**config.mk**
```make
export PLATFORM = sky130hd
export DESIGN_NAME = tree_plru_table_flat
export DESIGN_NICKNAME = d
export VERILOG_FILES = /design/src/rtl/tree_plru_table_pkg.sv /design/src/rtl/tree_plru_table_if.sv /design/src/rtl/tree_plru_table_path.sv /design/src/rtl/tree_plru_table.sv /design/src/flat_wrapper.sv
export SDC_FILE = /design/constraint.sdc
export NUM_CORES = 1
export LEC_CHECK = 0
export ABC_AREA = 1
export BUFFER_PORTS_ARGS = -buffer_cell sky130_fd_sc_hd__buf_4
export CAP_MARGIN = 10
export CELL_PAD_IN_SITES_DETAIL_PLACEMENT = 0
export CELL_PAD_IN_SITES_GLOBAL_PLACEMENT = 1
export CORE_ASPECT_RATIO = 1.2
export CORE_MARGIN = 2
export CORE_UTILIZATION = 46
export CTS_CLUSTER_SIZE = 24
export DETAILED_ROUTE_END_ITERATION = 10
export PLACE_DENSITY = 0.73
export SLEW_MARGIN = 40
export SYNTH_ARGS = -nofsm -noshare
export SYNTH_HDL_FRONTEND = slang
export SYNTH_SLANG_ARGS = --single-unit
```
**constraint.sdc**
```tcl
create_clock -name clk -period 4.96 [get_ports clk]
set_input_delay 0.496 -clock clk [delete_from_list [all_inputs] [get_ports clk]]
set_output_delay 0.496 -clock clk [all_outputs]
set_load 0.02 [all_outputs]
```
**src/rtl/tree_plru_table_pkg.sv**
```systemverilog
// Shared constants and types for the tree pseudo-LRU replacement table.
// Optional feature macro: TREE_PLRU_INVALID_FIRST_EN (invalid-way-first victim).
package tree_plru_pkg;

    // Default geometry; modules take these as parameter defaults.
    localparam int DEF_NUM_OF_WAYS = 4;
    localparam int DEF_NUM_OF_SETS = 64;

    // Derived widths for the default geometry.
    localparam int DEF_WAY_W  = $clog2(DEF_NUM_OF_WAYS);
    localparam int DEF_SET_W  = $clog2(DEF_NUM_OF_SETS);
    localparam int DEF_TREE_W = DEF_NUM_OF_WAYS - 1;

    // One set's tree bits at the default geometry: bit (n-1) holds node n.
    typedef logic [DEF_TREE_W-1:0] tree_t;

    // INIT sweeps every set to the all-zero tree; READY serves traffic.
    typedef enum logic [0:0] {
        INIT  = 1'b0,
        READY = 1'b1
    } state_e;

endpackage

```
**src/rtl/tree_plru_table_if.sv**
```systemverilog
// Update / victim-lookup bus of the tree pseudo-LRU table.
// Optional feature macro: TREE_PLRU_INVALID_FIRST_EN adds vic_invalid_i.
interface tree_plru_table_if
    import tree_plru_pkg::*;
#(
    parameter int NUM_OF_WAYS = DEF_NUM_OF_WAYS,
    parameter int NUM_OF_SETS = DEF_NUM_OF_SETS
);
    localparam int WAY_W = $clog2(NUM_OF_WAYS);
    localparam int SET_W = $clog2(NUM_OF_SETS);

    logic             flush_i;
    logic             ready_o;
    logic             upd_valid_i;
    logic [SET_W-1:0] upd_set_i;
    logic [WAY_W-1:0] upd_way_i;
    logic             vic_req_i;
    logic [SET_W-1:0] vic_set_i;
`ifdef TREE_PLRU_INVALID_FIRST_EN
    logic [NUM_OF_WAYS-1:0] vic_invalid_i;
`endif
    logic             vic_valid_o;
    logic [WAY_W-1:0] vic_way_o;

    modport master (
        output flush_i, upd_valid_i, upd_set_i, upd_way_i, vic_req_i, vic_set_i,
`ifdef TREE_PLRU_INVALID_FIRST_EN
        output vic_invalid_i,
`endif
        input  ready_o, vic_valid_o, vic_way_o
    );

    modport slave (
        input  flush_i, upd_valid_i, upd_set_i, upd_way_i, vic_req_i, vic_set_i,
`ifdef TREE_PLRU_INVALID_FIRST_EN
        input  vic_invalid_i,
`endif
        output ready_o, vic_valid_o, vic_way_o
    );

endinterface

```
**src/rtl/tree_plru_table_path.sv**
```systemverilog
// Combinational tree walk for one set: victim way from the stored bits, and
// the tree after recording an access to way_i (path nodes point away).
module tree_plru_path
    import tree_plru_pkg::*;
#(
    parameter int NUM_OF_WAYS = DEF_NUM_OF_WAYS,
    localparam int WAY_W  = $clog2(NUM_OF_WAYS),
    localparam int TREE_W = NUM_OF_WAYS - 1
) (
    input  logic [TREE_W-1:0] tree_i,
    input  logic [WAY_W-1:0]  way_i,
    output logic [WAY_W-1:0]  victim_o,
    output logic [TREE_W-1:0] tree_o
);

    // Node numbers 1..NUM_OF_WAYS-1 fit in WAY_W bits; bit index is node-1.
    logic [WAY_W-1:0] walk_node;
    logic [WAY_W-1:0] upd_node;
    logic             walk_bit;
    logic             upd_bit;

    // Walk from node 1 following stored bits; bit taken at layer k is way bit L-1-k.
    always_comb begin
        // NOTE: every variable gets a value before any branch or loop, so no latch is inferred.
        victim_o  = '0;
        walk_node = WAY_W'(1);
        walk_bit  = 1'b0;
        for (int k = 0; k < WAY_W; k++) begin
            walk_bit                = tree_i[walk_node - WAY_W'(1)];
            victim_o[WAY_W-1-k]     = walk_bit;
            walk_node               = (walk_node << 1) | WAY_W'(walk_bit);
        end
    end

    // Invert every node on the path to way_i; off-path nodes pass through.
    always_comb begin
        tree_o   = tree_i;
        upd_node = WAY_W'(1);
        upd_bit  = 1'b0;
        for (int k = 0; k < WAY_W; k++) begin
            upd_bit                       = way_i[WAY_W-1-k];
            tree_o[upd_node - WAY_W'(1)]  = ~upd_bit;
            upd_node                      = (upd_node << 1) | WAY_W'(upd_bit);
        end
    end

endmodule

```
**src/rtl/tree_plru_table.sv**
```systemverilog
// Tree pseudo-LRU replacement table: one tree per set, initialised by a
// one-set-per-cycle sweep after reset or flush, single-cycle victim lookup
// with same-cycle update forwarding.
// Optional feature macro: TREE_PLRU_INVALID_FIRST_EN (lowest invalid way wins).
module tree_plru_table
    import tree_plru_pkg::*;
#(
    parameter int NUM_OF_WAYS = DEF_NUM_OF_WAYS,
    parameter int NUM_OF_SETS = DEF_NUM_OF_SETS
) (
    input  logic             clk,
    input  logic             rst,
    tree_plru_table_if.slave bus
);

    localparam int WAY_W  = $clog2(NUM_OF_WAYS);
    localparam int SET_W  = $clog2(NUM_OF_SETS);
    localparam int TREE_W = NUM_OF_WAYS - 1;

    state_e           state;
    logic [SET_W-1:0] init_cnt;

    logic [TREE_W-1:0] tree_mem [NUM_OF_SETS];

    logic              ready;
    logic              upd_fire;
    logic [TREE_W-1:0] upd_tree_old;
    logic [TREE_W-1:0] upd_tree_new;
    logic [TREE_W-1:0] vic_tree;
    logic [WAY_W-1:0]  tree_victim;
    logic [WAY_W-1:0]  vic_sel;
    logic [WAY_W-1:0]  unused_upd_victim;
    logic [TREE_W-1:0] unused_vic_tree;

    logic              mem_we;
    logic [SET_W-1:0]  mem_waddr;
    logic [TREE_W-1:0] mem_wdata;

    assign ready       = (state == READY);
    assign bus.ready_o = ready;
    assign upd_fire    = ready && bus.upd_valid_i;

    // Update path: read-modify-write of the accessed set's tree.
    assign upd_tree_old = tree_mem[bus.upd_set_i];

    tree_plru_path #(.NUM_OF_WAYS(NUM_OF_WAYS)) u_upd_path (
        .tree_i   (upd_tree_old),
        .way_i    (bus.upd_way_i),
        .victim_o (unused_upd_victim),
        .tree_o   (upd_tree_new)
    );

    // Victim path sees the post-update tree when both target the same set.
    assign vic_tree = (upd_fire && (bus.upd_set_i == bus.vic_set_i)) ? upd_tree_new
                                                                      : tree_mem[bus.vic_set_i];

    tree_plru_path #(.NUM_OF_WAYS(NUM_OF_WAYS)) u_vic_path (
        .tree_i   (vic_tree),
        .way_i    ('0),
        .victim_o (tree_victim),
        .tree_o   (unused_vic_tree)
    );

`ifdef TREE_PLRU_INVALID_FIRST_EN
    // Any invalid way beats the tree; descending scan leaves the lowest index.
    always_comb begin
        vic_sel = tree_victim;
        for (int i = NUM_OF_WAYS - 1; i >= 0; i--) begin
            if (bus.vic_invalid_i[i]) vic_sel = WAY_W'(i);
        end
    end
`else
    assign vic_sel = tree_victim;
`endif

    // Single write port: sweep clears one set per cycle, otherwise accepted updates.
    always_comb begin
        mem_we    = 1'b0;
        mem_waddr = bus.upd_set_i;
        mem_wdata = upd_tree_new;
        if (state == INIT) begin
            mem_we    = 1'b1;
            mem_waddr = init_cnt;
            mem_wdata = '0;
        end else if (upd_fire) begin
            mem_we = 1'b1;
        end
    end

    // Tree storage write.
    always_ff @(posedge clk) begin
        // NOTE: the array has no reset; the INIT sweep defines its contents before use.
        if (mem_we) tree_mem[mem_waddr] <= mem_wdata;
    end

    // Sweep FSM; flush is honoured only from READY so an active sweep runs to completion.
    always_ff @(posedge clk) begin
        // NOTE: non-blocking assignments keep every flop updating from pre-edge values.
        if (rst) begin
            state    <= INIT;
            init_cnt <= '0;
        end else if (state == INIT) begin
            init_cnt <= init_cnt + SET_W'(1);
            if (init_cnt == SET_W'(NUM_OF_SETS - 1)) state <= READY;
        end else if (bus.flush_i) begin
            state    <= INIT;
            init_cnt <= '0;
        end
    end

    // Registered victim result; vic_way_o holds when no request is accepted.
    always_ff @(posedge clk) begin
        if (rst) begin
            bus.vic_valid_o <= 1'b0;
            bus.vic_way_o   <= '0;
        end else begin
            bus.vic_valid_o <= ready && bus.vic_req_i;
            if (ready && bus.vic_req_i) bus.vic_way_o <= vic_sel;
        end
    end

endmodule
```
**src/flat_wrapper.sv**
```systemverilog
// flat-port wrapper written by rule: the top's interface ports become plain ports
module tree_plru_table_flat import tree_plru_pkg::*;
#(
    parameter int NUM_OF_WAYS = DEF_NUM_OF_WAYS,
    parameter int NUM_OF_SETS = DEF_NUM_OF_SETS
)
  (clk, rst, bus_flush_i, bus_upd_valid_i, bus_upd_set_i, bus_upd_way_i, bus_vic_req_i, bus_vic_set_i, bus_ready_o, bus_vic_valid_o, bus_vic_way_o);
  tree_plru_table_if #(.NUM_OF_WAYS(NUM_OF_WAYS), .NUM_OF_SETS(NUM_OF_SETS)) bus_i ();
  input  logic clk;
  input  logic rst;
  input wire logic [$bits(bus_i.flush_i)-1:0] bus_flush_i;
  input wire logic [$bits(bus_i.upd_valid_i)-1:0] bus_upd_valid_i;
  input wire logic [$bits(bus_i.upd_set_i)-1:0] bus_upd_set_i;
  input wire logic [$bits(bus_i.upd_way_i)-1:0] bus_upd_way_i;
  input wire logic [$bits(bus_i.vic_req_i)-1:0] bus_vic_req_i;
  input wire logic [$bits(bus_i.vic_set_i)-1:0] bus_vic_set_i;
  output wire logic [$bits(bus_i.ready_o)-1:0] bus_ready_o;
  output wire logic [$bits(bus_i.vic_valid_o)-1:0] bus_vic_valid_o;
  output wire logic [$bits(bus_i.vic_way_o)-1:0] bus_vic_way_o;
  assign bus_i.flush_i = bus_flush_i;
  assign bus_i.upd_valid_i = bus_upd_valid_i;
  assign bus_i.upd_set_i = bus_upd_set_i;
  assign bus_i.upd_way_i = bus_upd_way_i;
  assign bus_i.vic_req_i = bus_vic_req_i;
  assign bus_i.vic_set_i = bus_vic_set_i;
  assign bus_ready_o = bus_i.ready_o;
  assign bus_vic_valid_o = bus_i.vic_valid_o;
  assign bus_vic_way_o = bus_i.vic_way_o;
  tree_plru_table #(.NUM_OF_WAYS(NUM_OF_WAYS), .NUM_OF_SETS(NUM_OF_SETS)) u_core (.clk(clk), .rst(rst), .bus(bus_i));
endmodule
```
==> run metrics <==
most common cell after layout, fill and taps aside nand2_1; Worst Tran Pin Value 0.881 ns; Setup TNS Final 0 ns; # IOs 23; post-route minimum period 2.94 ns; # diodes 0; Mapped Nets 1,161; Die Wd 140 um; Initial Utilization 46.9%; CP Launch Type input port; Tot Pwr 0.00384 W; most frequent cells in the layout nand2_1 (447), nand3_1 (278), edfxtp_1 (192); top post-synthesis cells by area edfxtp_1 (57%), nand2_1 (16%), nand3_1 (14%); first-pass GRT wire length 47,000 um; RSZ-0062 raised after global routing no; Syn-to-layout area delta 9.36%; worst path required time 5.13 ns; outcome finished, final reports clean; post-CTS sizing 0; H-tree depth 1; setup bufs post-CTS 0; CP cell instances buf_4 -> inv_2 -> nand2_1 -> o21ai_2 -> inv_2 -> nand4_1 -> nor2_1; Crit path largest cell delay 0.70 ns; cell with the most instances on the worst path inv_2; GRT overflow 0; Async SR Flop Fraction 0%; drt first pass iters 6; initial antenna violation count 0; cell family with most CP delay simple AND/OR/NAND/NOR gates; Synth Instances 1,141; HP Class in2reg; pwr dens 345 mW/mm^2; floorplan row count 59; Core Region 0.0217 sq mm; Die Ht 167 um; DP HPWL 18,900 um; WL/cell 21.6 um; skew final 0.0136 ns; Inserted Clock Buffers 21; vias per cell 5.71; clock root buffer master clkbuf_16; top fanout value on the critical path 34; Die Area 0.0233 sq mm; CP Class in2reg; Via Count 8,114; Synth cell types 32; Arrival @ worst endpoint 3.11 ns; Clk Latency, worst-skew pair 0.51 ns; Slew Limit Fails 0; Final nets 1,153; WL final 30,700 um; Yosys Warn Count 0; MaxCap Viol Count 0; number of DRC markers in iteration 0 730; Pleak 4.33 nW; Final Setup Violations 0; Peak VDD IR 0.372 mV; remaining antenna violation count 0; Post-synth top flop edfxtp_1; Residual DRC 0; Seq/Total Area, Yosys 58.7%; Reg clk slew, reported paths 0.06 ns; gr usage total 26.3%; share of post-route cells with drive strength above 1 7.32%; Mapped Area 0.0102 sq mm; Slowest cell on crit path nand4_1; post-synth top area cell edfxtp_1; final worst-path cycle share 59.4%; clock tree buffer depth 3; Placer Congestion 0.904; WP buf/inv 3; Synth Area per Inst 8.91 sq um; largest net degree at the start of global routing 89; fmax 340 MHz; synthesis-stage register bit count 202; clock sink count 202; IO buf count 22; area share of the largest cell type after synthesis 56.7%; CTS tree done; Post-CTS Hold Buffers 0; Slew HR 41.1%; EDFF count, synth 192; Worst setup EP type flip-flop; Fin. Hold Viols 0; number of global-route vias before repair 7,789
layout make-up:
cell class / instances / area (sq um)
inverter: 29 / 114
sequential: 202 / 5970
clock buffer: 29 / 566
tap: 274 / 343
fill: 2068 / 10600
timing repair buffer: 38 / 305
clock inverter: 9 / 146
multi-input combinational: 841 / 3680
worst paths after layout:
kind	end	cells past startpoint	from	slack [ns]
setup / recovery	u_core.tree_mem[35][2]	7	bus_upd_set_i[1]	2.02
hold reg to reg	u_core.bus.vic_way_o[0]	2	u_core.bus.vic_way_o[0]	0.48
setup reg to reg	u_core.tree_mem[52][0]	4	u_core.bus.ready_o	2.03
hold / removal	u_core.bus.vic_way_o[0]	2	rst	0.21
flip-flops by register name, summed over array words and instances, names as in the netlist:
signal and count:
u_core.bus.ready_o 1, u_core.init_cnt 6, u_core.tree_mem 192, u_core.bus.vic_way_o 2
u_core.bus.vic_valid_o 1
worst register-to-register path, cell delays in order (launching register included):
cell and delay [ns]:
dfxtp_1 0.84, nor2_1 0.21, a21oi_1 0.47, nand3_1 0.37
nor4_1 0.67
Yosys cell counts (all sizes together) (2+ instances only):
library cell	count
or2	2
buf	60
nand4	6
nand2	447
o21ai	7
nor4	8
nor3	2
nor2	67
a21oi	15
dfxtp	10
inv	28
clkbuf	9
xnor2	2
nand3	278
edfxtp	192
cells by family after synthesis:
group,count (synthesis),synth area share [%]
AOI/OAI and AO/OA,27,1.67
xor gates and xnor gates,2,0.172
adders and majority gates,1,0.123
buffers and inverters,98,5.43
DFF,202,58.7
and+or+nand+nor,811,34.0
layer usage:
layer | track usage, % | part of all wire [%] | wire length [um]
met1 | 35.8 | 42 | 13000
met2 | 44.1 | 48 | 14700
met4 | 7.83 | 2.8 | 861
met3 | 3.71 | 7.0 | 2160
met5 | 0 | 0 | 0
metrics by stage:
step	setup slack, ns	instance area, sq um	std cells	hold slack [ns]	utilization (%)
2_1_floorplan	0.364	10200	1141	0.445	-
3_3_place_gp	1.60	10400	1383	0.467	47.9
3_5_place_dp	1.58	10400	1383	0.474	47.9
4_1_cts	1.97	11100	1421	0.199	51.2
5_1_grt	1.79	11100	1422	0.202	51.3
6_report	2.02	11100	1422	0.213	51.3
where the power goes:
group          internal (W)  leakage, nW  total (W)  switching (W)
logic             0.0000909         2.15   0.000339       0.000248
clock network       0.00101        0.346    0.00165       0.000639
registers           0.00185         1.84    0.00186     0.00000632
total               0.00295         4.33    0.00384       0.000894
Power figures use the tool's default switching activity.
